$ cat src/rtl/fp16_pkg.sv
// Shared fp16 field widths, constants and the sequential divider's FSM encoding.
// FP16_DIV_ROUND_EN adds one guard iteration so the divider can round to nearest even.
package fp16_pkg;

    localparam int FP16_EXP_W = 5;
    localparam int FP16_MAN_W = 10;
    localparam int FP16_BIAS  = 15;

    localparam logic [15:0] FP16_ZERO    = 16'h0000;
    localparam logic [4:0]  FP16_INF_EXP = 5'h1F;

    // Remainder holds {0, hidden 1, mantissa} so a shifted remainder never overflows.
    localparam int FP16_SIG_W = FP16_MAN_W + 2;

`ifdef FP16_DIV_ROUND_EN
    localparam int DIV_ITERS = FP16_SIG_W + 1;
`else
    localparam int DIV_ITERS = FP16_SIG_W;
`endif

    localparam int DIV_CNT_W = 4;

    typedef enum logic [1:0] {
        ST_IDLE = 2'd0,
        ST_DIV  = 2'd1,
        ST_DONE = 2'd2
    } state_t;

endpackage

$ cat src/rtl/fp16_div_normalize.sv
// Maps the raw restoring-divider quotient plus exponents/sign/zero flags to an fp16 result.
// With FP16_DIV_ROUND_EN the extra quotient bit and remainder feed round-to-nearest-even.
module fp16_div_normalize
    import fp16_pkg::*;
(
    input  logic [DIV_ITERS-1:0]  q_i,
    input  logic [FP16_EXP_W-1:0] e1_i,
    input  logic [FP16_EXP_W-1:0] e2_i,
    input  logic                  sign_i,
    input  logic                  a_zero_i,
    input  logic                  b_zero_i,
`ifdef FP16_DIV_ROUND_EN
    input  logic                  rem_nz_i,
`endif
    output logic [15:0]           op_o,
    output logic                  div_by_zero_o
);

    logic [FP16_EXP_W-1:0] exp_base;
    logic [FP16_EXP_W-1:0] exp_res;
    logic [FP16_MAN_W-1:0] man_res;

    // Exponent arithmetic wraps modulo 32, matching the companion multiplier.
    assign exp_base = e1_i - e2_i;

`ifdef FP16_DIV_ROUND_EN
    logic [FP16_EXP_W-1:0] exp_pre;
    logic [FP16_MAN_W-1:0] man_pre;
    logic [FP16_MAN_W:0]   man_inc;
    logic                  guard;
    logic                  sticky;
    logic                  round_up;

    always_comb begin
        if (q_i[DIV_ITERS-1]) begin
            man_pre = q_i[DIV_ITERS-2 -: FP16_MAN_W];
            guard   = q_i[1];
            sticky  = q_i[0] | rem_nz_i;
            exp_pre = exp_base + FP16_EXP_W'(FP16_BIAS);
        end else begin
            man_pre = q_i[DIV_ITERS-3 -: FP16_MAN_W];
            guard   = q_i[0];
            sticky  = rem_nz_i;
            exp_pre = exp_base + FP16_EXP_W'(FP16_BIAS - 1);
        end
        round_up = guard & (sticky | man_pre[0]);
        man_inc  = {1'b0, man_pre} + {{FP16_MAN_W{1'b0}}, round_up};
        man_res  = man_inc[FP16_MAN_W-1:0];
        exp_res  = exp_pre + {{(FP16_EXP_W-1){1'b0}}, man_inc[FP16_MAN_W]};
    end
`else
    always_comb begin
        if (q_i[DIV_ITERS-1]) begin
            man_res = q_i[DIV_ITERS-2 -: FP16_MAN_W];
            exp_res = exp_base + FP16_EXP_W'(FP16_BIAS);
        end else begin
            man_res = q_i[DIV_ITERS-3 -: FP16_MAN_W];
            exp_res = exp_base + FP16_EXP_W'(FP16_BIAS - 1);
        end
    end
`endif

    // A zero divisor wins over a zero dividend, so 0/0 also reports div_by_zero.
    always_comb begin
        op_o          = {sign_i, exp_res, man_res};
        div_by_zero_o = 1'b0;
        if (b_zero_i) begin
            op_o          = {sign_i, FP16_INF_EXP, {FP16_MAN_W{1'b0}}};
            div_by_zero_o = 1'b1;
        end else if (a_zero_i) begin
            op_o = FP16_ZERO;
        end
    end

endmodule

$ cat src/rtl/fp16_seq_divider.sv
// Sequential fp16 divider (op = in1 / in2): restoring mantissa division, one quotient bit per clock.
// FP16_DIV_ROUND_EN selects a 13-iteration round-to-nearest-even build; default truncates in 12.
module fp16_seq_divider
    import fp16_pkg::*;
(
    input  logic        clk,
    input  logic        rst_n,
    input  logic        in_valid,
    output logic        in_ready,
    input  logic [15:0] in1,
    input  logic [15:0] in2,
    output logic        out_valid,
    input  logic        out_ready,
    output logic [15:0] op,
    output logic        div_by_zero
);

    localparam int EXP_W = FP16_EXP_W;
    localparam int MAN_W = FP16_MAN_W;
    localparam int SIG_W = FP16_SIG_W;

    state_t                 state_q, state_d;
    logic                   sign_q, sign_d;
    logic                   a_zero_q, a_zero_d;
    logic                   b_zero_q, b_zero_d;
    logic [EXP_W-1:0]       e1_q, e1_d;
    logic [EXP_W-1:0]       e2_q, e2_d;
    logic [MAN_W:0]         m2_q, m2_d;
    logic [SIG_W-1:0]       rem_q, rem_d;
    logic [DIV_ITERS-1:0]   quo_q, quo_d;
    logic [DIV_CNT_W-1:0]   cnt_q, cnt_d;
    logic [15:0]            op_q, op_d;
    logic                   dbz_q, dbz_d;

    logic                   rem_ge;
    logic [SIG_W-1:0]       rem_sel;
    logic [SIG_W-1:0]       rem_step;
    logic [DIV_ITERS-1:0]   quo_step;
    logic [15:0]            norm_op;
    logic                   norm_dbz;

    // One restoring step; quotient bits land MSB-first at position (ITERS-1-cnt).
    always_comb begin
        rem_ge   = rem_q >= {1'b0, m2_q};
        rem_sel  = rem_ge ? (rem_q - {1'b0, m2_q}) : rem_q;
        rem_step = rem_sel << 1;
        quo_step = quo_q;
        quo_step[DIV_CNT_W'(DIV_ITERS - 1) - cnt_q] = rem_ge;
    end

    fp16_div_normalize u_normalize (
        .q_i           (quo_step),
        .e1_i          (e1_q),
        .e2_i          (e2_q),
        .sign_i        (sign_q),
        .a_zero_i      (a_zero_q),
        .b_zero_i      (b_zero_q),
`ifdef FP16_DIV_ROUND_EN
        .rem_nz_i      (|rem_step),
`endif
        .op_o          (norm_op),
        .div_by_zero_o (norm_dbz)
    );

    always_comb begin
        // NOTE: every _d starts as its _q so no branch of this block can infer a latch.
        state_d  = state_q;
        sign_d   = sign_q;
        a_zero_d = a_zero_q;
        b_zero_d = b_zero_q;
        e1_d     = e1_q;
        e2_d     = e2_q;
        m2_d     = m2_q;
        rem_d    = rem_q;
        quo_d    = quo_q;
        cnt_d    = cnt_q;
        op_d     = op_q;
        dbz_d    = dbz_q;
        case (state_q)
            ST_IDLE: begin
                if (in_valid) begin
                    state_d  = ST_DIV;
                    sign_d   = in1[15] ^ in2[15];
                    a_zero_d = (in1 == FP16_ZERO);
                    b_zero_d = (in2 == FP16_ZERO);
                    e1_d     = in1[14:10];
                    e2_d     = in2[14:10];
                    m2_d     = {1'b1, in2[MAN_W-1:0]};
                    rem_d    = {1'b0, 1'b1, in1[MAN_W-1:0]};
                    quo_d    = '0;
                    cnt_d    = '0;
                end
            end
            ST_DIV: begin
                rem_d = rem_step;
                quo_d = quo_step;
                cnt_d = cnt_q + 1'b1;
                if (cnt_q == DIV_CNT_W'(DIV_ITERS - 1)) begin
                    state_d = ST_DONE;
                    op_d    = norm_op;
                    dbz_d   = norm_dbz;
                end
            end
            ST_DONE: begin
                if (out_ready) state_d = ST_IDLE;
            end
            default: state_d = ST_IDLE;
        endcase
    end

    always_ff @(posedge clk) begin
        // NOTE: state registers use non-blocking assignment so all flops update from pre-edge values.
        if (!rst_n) begin
            state_q  <= ST_IDLE;
            sign_q   <= 1'b0;
            a_zero_q <= 1'b0;
            b_zero_q <= 1'b0;
            e1_q     <= '0;
            e2_q     <= '0;
            m2_q     <= '0;
            rem_q    <= '0;
            quo_q    <= '0;
            cnt_q    <= '0;
            op_q     <= FP16_ZERO;
            dbz_q    <= 1'b0;
        end else begin
            state_q  <= state_d;
            sign_q   <= sign_d;
            a_zero_q <= a_zero_d;
            b_zero_q <= b_zero_d;
            e1_q     <= e1_d;
            e2_q     <= e2_d;
            m2_q     <= m2_d;
            rem_q    <= rem_d;
            quo_q    <= quo_d;
            cnt_q    <= cnt_d;
            op_q     <= op_d;
            dbz_q    <= dbz_d;
        end
    end

    assign in_ready    = (state_q == ST_IDLE);
    assign out_valid   = (state_q == ST_DONE);
    assign op          = op_q;
    assign div_by_zero = dbz_q;

endmodule

$ cat config.mk
export PLATFORM = sky130hd
export DESIGN_NAME = fp16_seq_divider
export DESIGN_NICKNAME = d
export VERILOG_FILES = /design/src/rtl/fp16_pkg.sv /design/src/rtl/fp16_div_normalize.sv /design/src/rtl/fp16_seq_divider.sv
export SDC_FILE = /design/constraint.sdc
export NUM_CORES = 1
export LEC_CHECK = 0
export ABC_AREA = 1
export BUFFER_PORTS_ARGS = -buffer_cell sky130_fd_sc_hd__clkbuf_2
export CAP_MARGIN = 20
export CORE_MARGIN = 4
export CORE_UTILIZATION = 45
export CTS_BUF_LIST = sky130_fd_sc_hd__clkbuf_8
export CTS_CLUSTER_SIZE = 20
export DETAILED_ROUTE_END_ITERATION = 7
export PLACE_DENSITY = 0.63
export SLEW_MARGIN = 30
export SYNTH_ARGS = -nofsm -noshare
export SYNTH_HDL_FRONTEND = slang
export SYNTH_SLANG_ARGS = --single-unit
$ cat constraint.sdc
create_clock -name clk -period 3.87 [get_ports clk]
set_input_delay 0.5805 -clock clk [delete_from_list [all_inputs] [get_ports clk]]
set_output_delay 0.5805 -clock clk [all_outputs]
set_load 0.02 [all_outputs]
; Yosys cells after proc, flatten, opt, wreduce, memory -nomap -nowiden
; Index checks and enable logic that the tools add are counted.
[classes]
n_addsub = 6
magnitude_cmp = 3
n_eq_ne = 6
muxes = 19
n_bitwise = 1
n_reduce_logical = 9
[op_table]
columns = cell, n
row1 = one-hot mux 12 bit (2 select lines), 2
row2 = logical NOT 16 bit, 2
row3 = 2-to-1 mux 16 bit, 2
row4 = 2-to-1 mux 12 bit, 2
row5 = bitwise mux 12 bit, 1
row6 = >= comparator 12 x 11 -> 1 bit, 1
row7 = 2-to-1 mux 11 bit, 1
row8 = subtractor 11 bit, 1
row9 = adder 5 x 4 -> 5 bit (second input constant), 2
row10 = 2-to-1 mux 10 bit, 1
row11 = one-hot mux 4 bit (2 select lines), 1
row12 = 2-to-1 mux 2 bit, 3
row13 = one-hot mux 2 bit (3 select lines), 1
row14 = AND reduction 2 bit, 3
row15 = less-than comparator 4 x 5 -> 1 bit (second input constant), 1
row16 = 2-to-1 mux 5 bit, 1
row17 = subtractor 5 bit, 1
row18 = adder 4 x 1 -> 4 bit (second input constant), 1
row19 = demux 1 bit (select 4 bit), 1
row20 = == test 4 bit (second input constant), 1
row21 = >= comparator 4 x 1 -> 1 bit (second input constant), 1
row22 = 2-to-1 mux 4 bit, 1
row23 = inequality test 2 bit (second input constant), 2
row24 = subtractor 4 bit (first input constant), 1
row25 = other kinds (9), 10
[totals]
reg_bits = 71
out_inout_bits = 19
elab_cells = 56

; Longest topological paths before layout
[logic_depth]
depth_word = 9
ltp_mapped = 15

; By module
; From an unflattened synthesis, not the netlist that was laid out.
[hier_totals]
hier_cells = 657
hier_area_um2 = 4543.1
[modules_own_cells]
columns = module, n_inst, cells_each, area_each_um2
row1 = fp16_seq_divider, 1, 549, 3992.6
row2 = fp16_div_normalize, 1, 108, 550.5

; Worst setup path before layout
; Ideal clock, no wire load.
[synth_timing]
path_kind = register to register
start = register e1_q[0]
end = register op_q[13], in the netlist op[13]
t_arrival_ns = 1.982
slack_ns = 1.755
stages_incl_launch_ff = 13
n_path_buf = 0
synth_period_minus_slack_ns = 2.115
path_cell_list = dfxtp_1 > inv_1 > ha_1 > fa_1 > xnor2_1 > inv_1 > ha_1 > a21boi_0 > nand3_1 > nand2_1 > nand3_1 > nand3_1 > a21oi_1
[synth_via]
elab_chain_cells = 5
[synth_lines]
columns = element, line_no
row1 = "start, declared", fp16_seq_divider.sv:26  ; logic [EXP_W-1:0] e1_q, e1_d;
row2 = "start signal, assigned", fp16_seq_divider.sv:118  ; e1_q <= '0;
row3 = "start signal, assigned", fp16_seq_divider.sv:131  ; e1_q <= e1_d;
row4 = subtractor 5 bit *, fp16_div_normalize.sv:24  ; assign exp_base = e1_i - e2_i;
row5 = adder 5 x 4 -> 5 bit (on tied branches), "fp16_div_normalize.sv:58, fp16_div_normalize.sv:55"
row6 = 2-to-1 mux 5 bit *, fp16_div_normalize.sv:53  ; if (q_i[DIV_ITERS-1]) begin
row7 = 2-to-1 mux 16 bit *, fp16_div_normalize.sv:70  ; end else if (a_zero_i) begin
row8 = 2-to-1 mux 16 bit *, fp16_div_normalize.sv:67  ; if (b_zero_i) begin
row9 = "end signal, assigned", fp16_seq_divider.sv:137  ; op_q <= op_d;
row10 = "end, declared", fp16_seq_divider.sv:32  ; logic [15:0] op_q, op_d;
; Every way passes the cells marked *; elsewhere a longest branch is shown, timed or not.
; A chain may end at the register's enable or synchronous reset.

; Worst setup path in the final report
[layout_timing]
start = register rem_q[0]
end = register op_q[0], in the netlist op[0]
[layout_via]
elab_chain_cells = 5
[layout_lines]
columns = element, line_no
row1 = "start, declared", fp16_seq_divider.sv:29  ; logic [SIG_W-1:0] rem_q, rem_d;
row2 = "start signal, assigned", fp16_seq_divider.sv:134  ; rem_q <= rem_d;
row3 = >= comparator 12 x 11 -> 1 bit, fp16_seq_divider.sv:44  ; rem_ge = rem_q >= {1'b0, m2_q};
row4 = bitwise mux 12 bit, fp16_seq_divider.sv:48  ; quo_step[DIV_CNT_W'(DIV_ITERS - 1) - cnt_q] = rem_ge;
row5 = 2-to-1 mux 10 bit, fp16_div_normalize.sv:53
row6 = 2-to-1 mux 16 bit, fp16_div_normalize.sv:70
row7 = 2-to-1 mux 16 bit, fp16_div_normalize.sv:67
; No other way between the ends.

==> results.py <==
metrics = {
    "critical_path": {
        "worstPathRequired_ns": 4.07,
        "ff2ff_setup_slack_ns": 1.26,
        "r2r_start": "rem_q[0]",
        "path_common_cell": "nand3_1",
        "worstSetupStartpointType": "flop",
        "slowest_stage": "fa_1",
        "worstSetupPathType": "reg2reg",
        "crit_arrival_ns": 2.81,
        "crit_start": "rem_q[0]",
        "crit_path_max_incr_delay_ns": 0.41,
        "crit_fanout": 22,
        "critical_path.cell_chain": "inv_1 -> ha_1 -> fa_1 -> inv_1 -> nand3_1 -> nand3_1 -> nand2_2 -> nand3_2 -> nand2_1 -> nand2_2 -> nand2_1 -> nand3_1 -> a21oi_1",
        "end_kind": "flop",
    },
    "sta": {
        "skew_ns": 0.00746,
        "fin_hold_ws_ns": 0.463,
        "worst_slack_ns": 1.26,
        "slew_viol_final": 0,
        "tightest_slew_ns": 0.808,
        "setup_viol": 0,
        "hold_viol_final": 0,
        "fin_crit_sh": 0.676,
        "min_period_ns": 2.61,
        "max_slew_margin": 0.461,
        "tns_ns": 0,
        "fmax_ghz": 0.383,
        "rsz0062_at_grt": "false",
    },
    "route": {
        "detail_route.first_pass.iterations": 5,
        "wl_microns": 11000,
        "drtIter0Drc": 291,
        "ant_nets": 0,
        "drc": 0,
        "vias": 4196,
        "vias_per_cell": 5.24,
        "routed_wire_length_per_instance_microns": 13.8,
    },
    "floorplanning": {
        "core_area_sq_um": 9240,
        "row_count": 35,
        "die-height_microns": 105,
        "die_area_sq_um": 11100,
        "io_pins": 55,
        "die_x_microns": 105,
        "initial_core_util": 0.462,
    },
    "clock_tree": {
        "cts_tree": "built",
        "clk_pin_slew_ns": 0.08,
        "htreeDepth": 3,
        "clk-insertion-delay-late_ns": 0.35,
        "cts-root-buf": "clkbuf_8",
        "cts_buffers": 9,
        "clkSinkCount": 71,
        "postCtsHoldBufs": 0,
        "post-cts-setup-buffers": 0,
        "cts.path.max_buffers": 2,
        "ctsResizeCount": 0,
    },
    "finish": {
        "final_nets": 727,
        "final_common_cell": "nand2_1",
        "drive_gt1_frac": 0.159,
        "antenna_cells": 0,
        "n_fill_cell": 912,
        "final_cells": 801,
        "final_cell_mix": "nand2_1 (140), a21oi_1 (73), dfxtp_1 (71)",
        "seq_area_sq_um": 1420,
        "multi_input_area_sq_um": 2440,
        "area_growth_pct": 13.2,
    },
    "grt": {
        "grt_max_degree": 46,
        "gr-total-overflow": 0,
        "grt_usage": 0.203,
        "grt_pass1_vias": 3912,
        "antenna_found_initial": 0,
        "grt_pass1_wl_microns": 18600,
    },
    "synthesis": {
        "yosysUniqueCellTypes": 40,
        "synthCells": 625,
        "synth_compound_area_frac": 0.163,
        "synth.top_cell.area_share": 0.333,
        "ys_ff_latch": 71,
        "yosys.area.top_type": "dfxtp_1",
        "ys_async_sr_fraction": 0,
        "yosys.area_share.simple": 0.312,
        "ys.flop_type": "dfxtp_1",
        "synth_nets": 685,
        "synthXorXnorAreaFrac": 0.0226,
        "synth_edf_count": 0,
        "synthMuxAreaShare": 0,
        "synth_seq_area_share": 0.333,
        "avgSynthCellArea_sq_um": 6.83,
        "yosysWarnings": 0,
        "synth_top_family_by_area": "simple AND/OR/NAND/NOR gates",
        "synthAdderAreaFrac": 0.0738,
        "synthTopCellsByArea": "dfxtp_1 (33%), nand2_1 (12%), a21oi_1 (8.6%), nand3_1 (6.6%), ha_1 (6.4%)",
        "syn_area_sq_um": 4270,
    },
    "outcome": {
        "status": "finished clean",
    },
    "power_and_ir_drop": {
        "p_int_mw": 1.44,
        "power_frac_seq": 0.355,
        "swShare": 0.355,
        "powerDensity_nw_per_um2": 463,
        "p_comb_frac": 0.318,
        "power.total_mw": 2.24,
        "p_clk_frac": 0.327,
        "power_switching_uw": 794,
        "peakVddDrop_mv": 0.222,
        "cellLeakagePower_nw": 2.23,
    },
    "min_path": {
        "hold_class": "reg2reg",
        "min_from": "quo_q[6]",
    },
    "flow_run": {
        "cap_violations": 0,
    },
    "place": {
        "dp_hpwl_microns": 8220,
        "dp_slack_ns": 1.29,
        "dp_cells": 785,
        "place_congestion": 0.874,
        "portBuffers": 54,
    },
}
Yosys cell counts, drive strengths merged (4+ instances only):
cell type / count
nor2: 48
buf: 12
or2: 16
ha: 22
inv: 72
a211oi: 4
dfxtp: 71
nand2: 145
o21ai: 40
clkbuf: 14
nand3: 57
xor2: 8
a21oi: 75
nand4: 17
nor4: 7
layout make-up:
type / count / area share
clock buffer: 9 / 0.0256
multi-input combinational: 455 / 0.505
clock inverter: 7 / 0.0248
inverter: 73 / 0.0567
timing repair buffer: 57 / 0.0606
sequential: 71 / 0.294
tap: 129 / 0.0334
per-stage QoR:
stage | util | area [sq um]
3_3_place_gp | 0.497 | 4590
5_1_grt | 0.523 | 4830
2_1_floorplan | - | 4270
3_5_place_dp | 0.497 | 4590
4_1_cts | 0.523 | 4830
6_report | 0.523 | 4830
power groups by stage:
stage / Clock [mW] / Sequential (mW) / Combinational, mW
final: 0.731 / 0.794 / 0.712
after global routing: 0.777 / 0.800 / 0.820
after CTS: 0.745 / 0.794 / 0.710
after detailed placement: 0 / 0.811 / 0.706
after global placement: 0 / 0.811 / 0.695
after floorplan: 0 / 0.803 / 0.591
layer usage:
| layer | routed length [microns] | part of all wire | global-route usage |
|---|---|---|---|
| met1 | 5270 | 0.48 | 0.273 |
| met2 | 5170 | 0.47 | 0.328 |
| met3 | 413 | 0.037 | 0.0331 |
| met4 | 185 | 0.017 | 0.0722 |
| met5 | 0 | 0 | 0 |
state kept, by name, summed over array words and instances, names as in the netlist, 2 cells and up:
register and flops:
cnt_q 4, e1_q 5, e2_q 5, m2_q 11
op 16, quo_q 12, rem_q 12, state_q 2
critical path, delay by kind of cell (launching register included):
family	cells	cell delay (ns)
buffers and inverters	2	0.14
DFF	1	0.36
AOI/OAI and AO/OA	1	0.06
adders and majority gates	2	0.62
and+or+nand+nor	8	1.27
logic make-up after synthesis:
family,Yosys count
adders and majority gates,24
AOI/OAI and AO/OA,129
DFF,71
xor gates and xnor gates,11
and+or+nand+nor,291
buffers and inverters,99
worst paths after layout:
check / end / depth (start not counted)
worst min register to register: quo_q[6] / 2
worst min-delay path: quo_q[6] / 2
worst max-delay path: op[0] / 13
worst max register to register: op[0] / 13
Power figures use the tool's default switching activity.
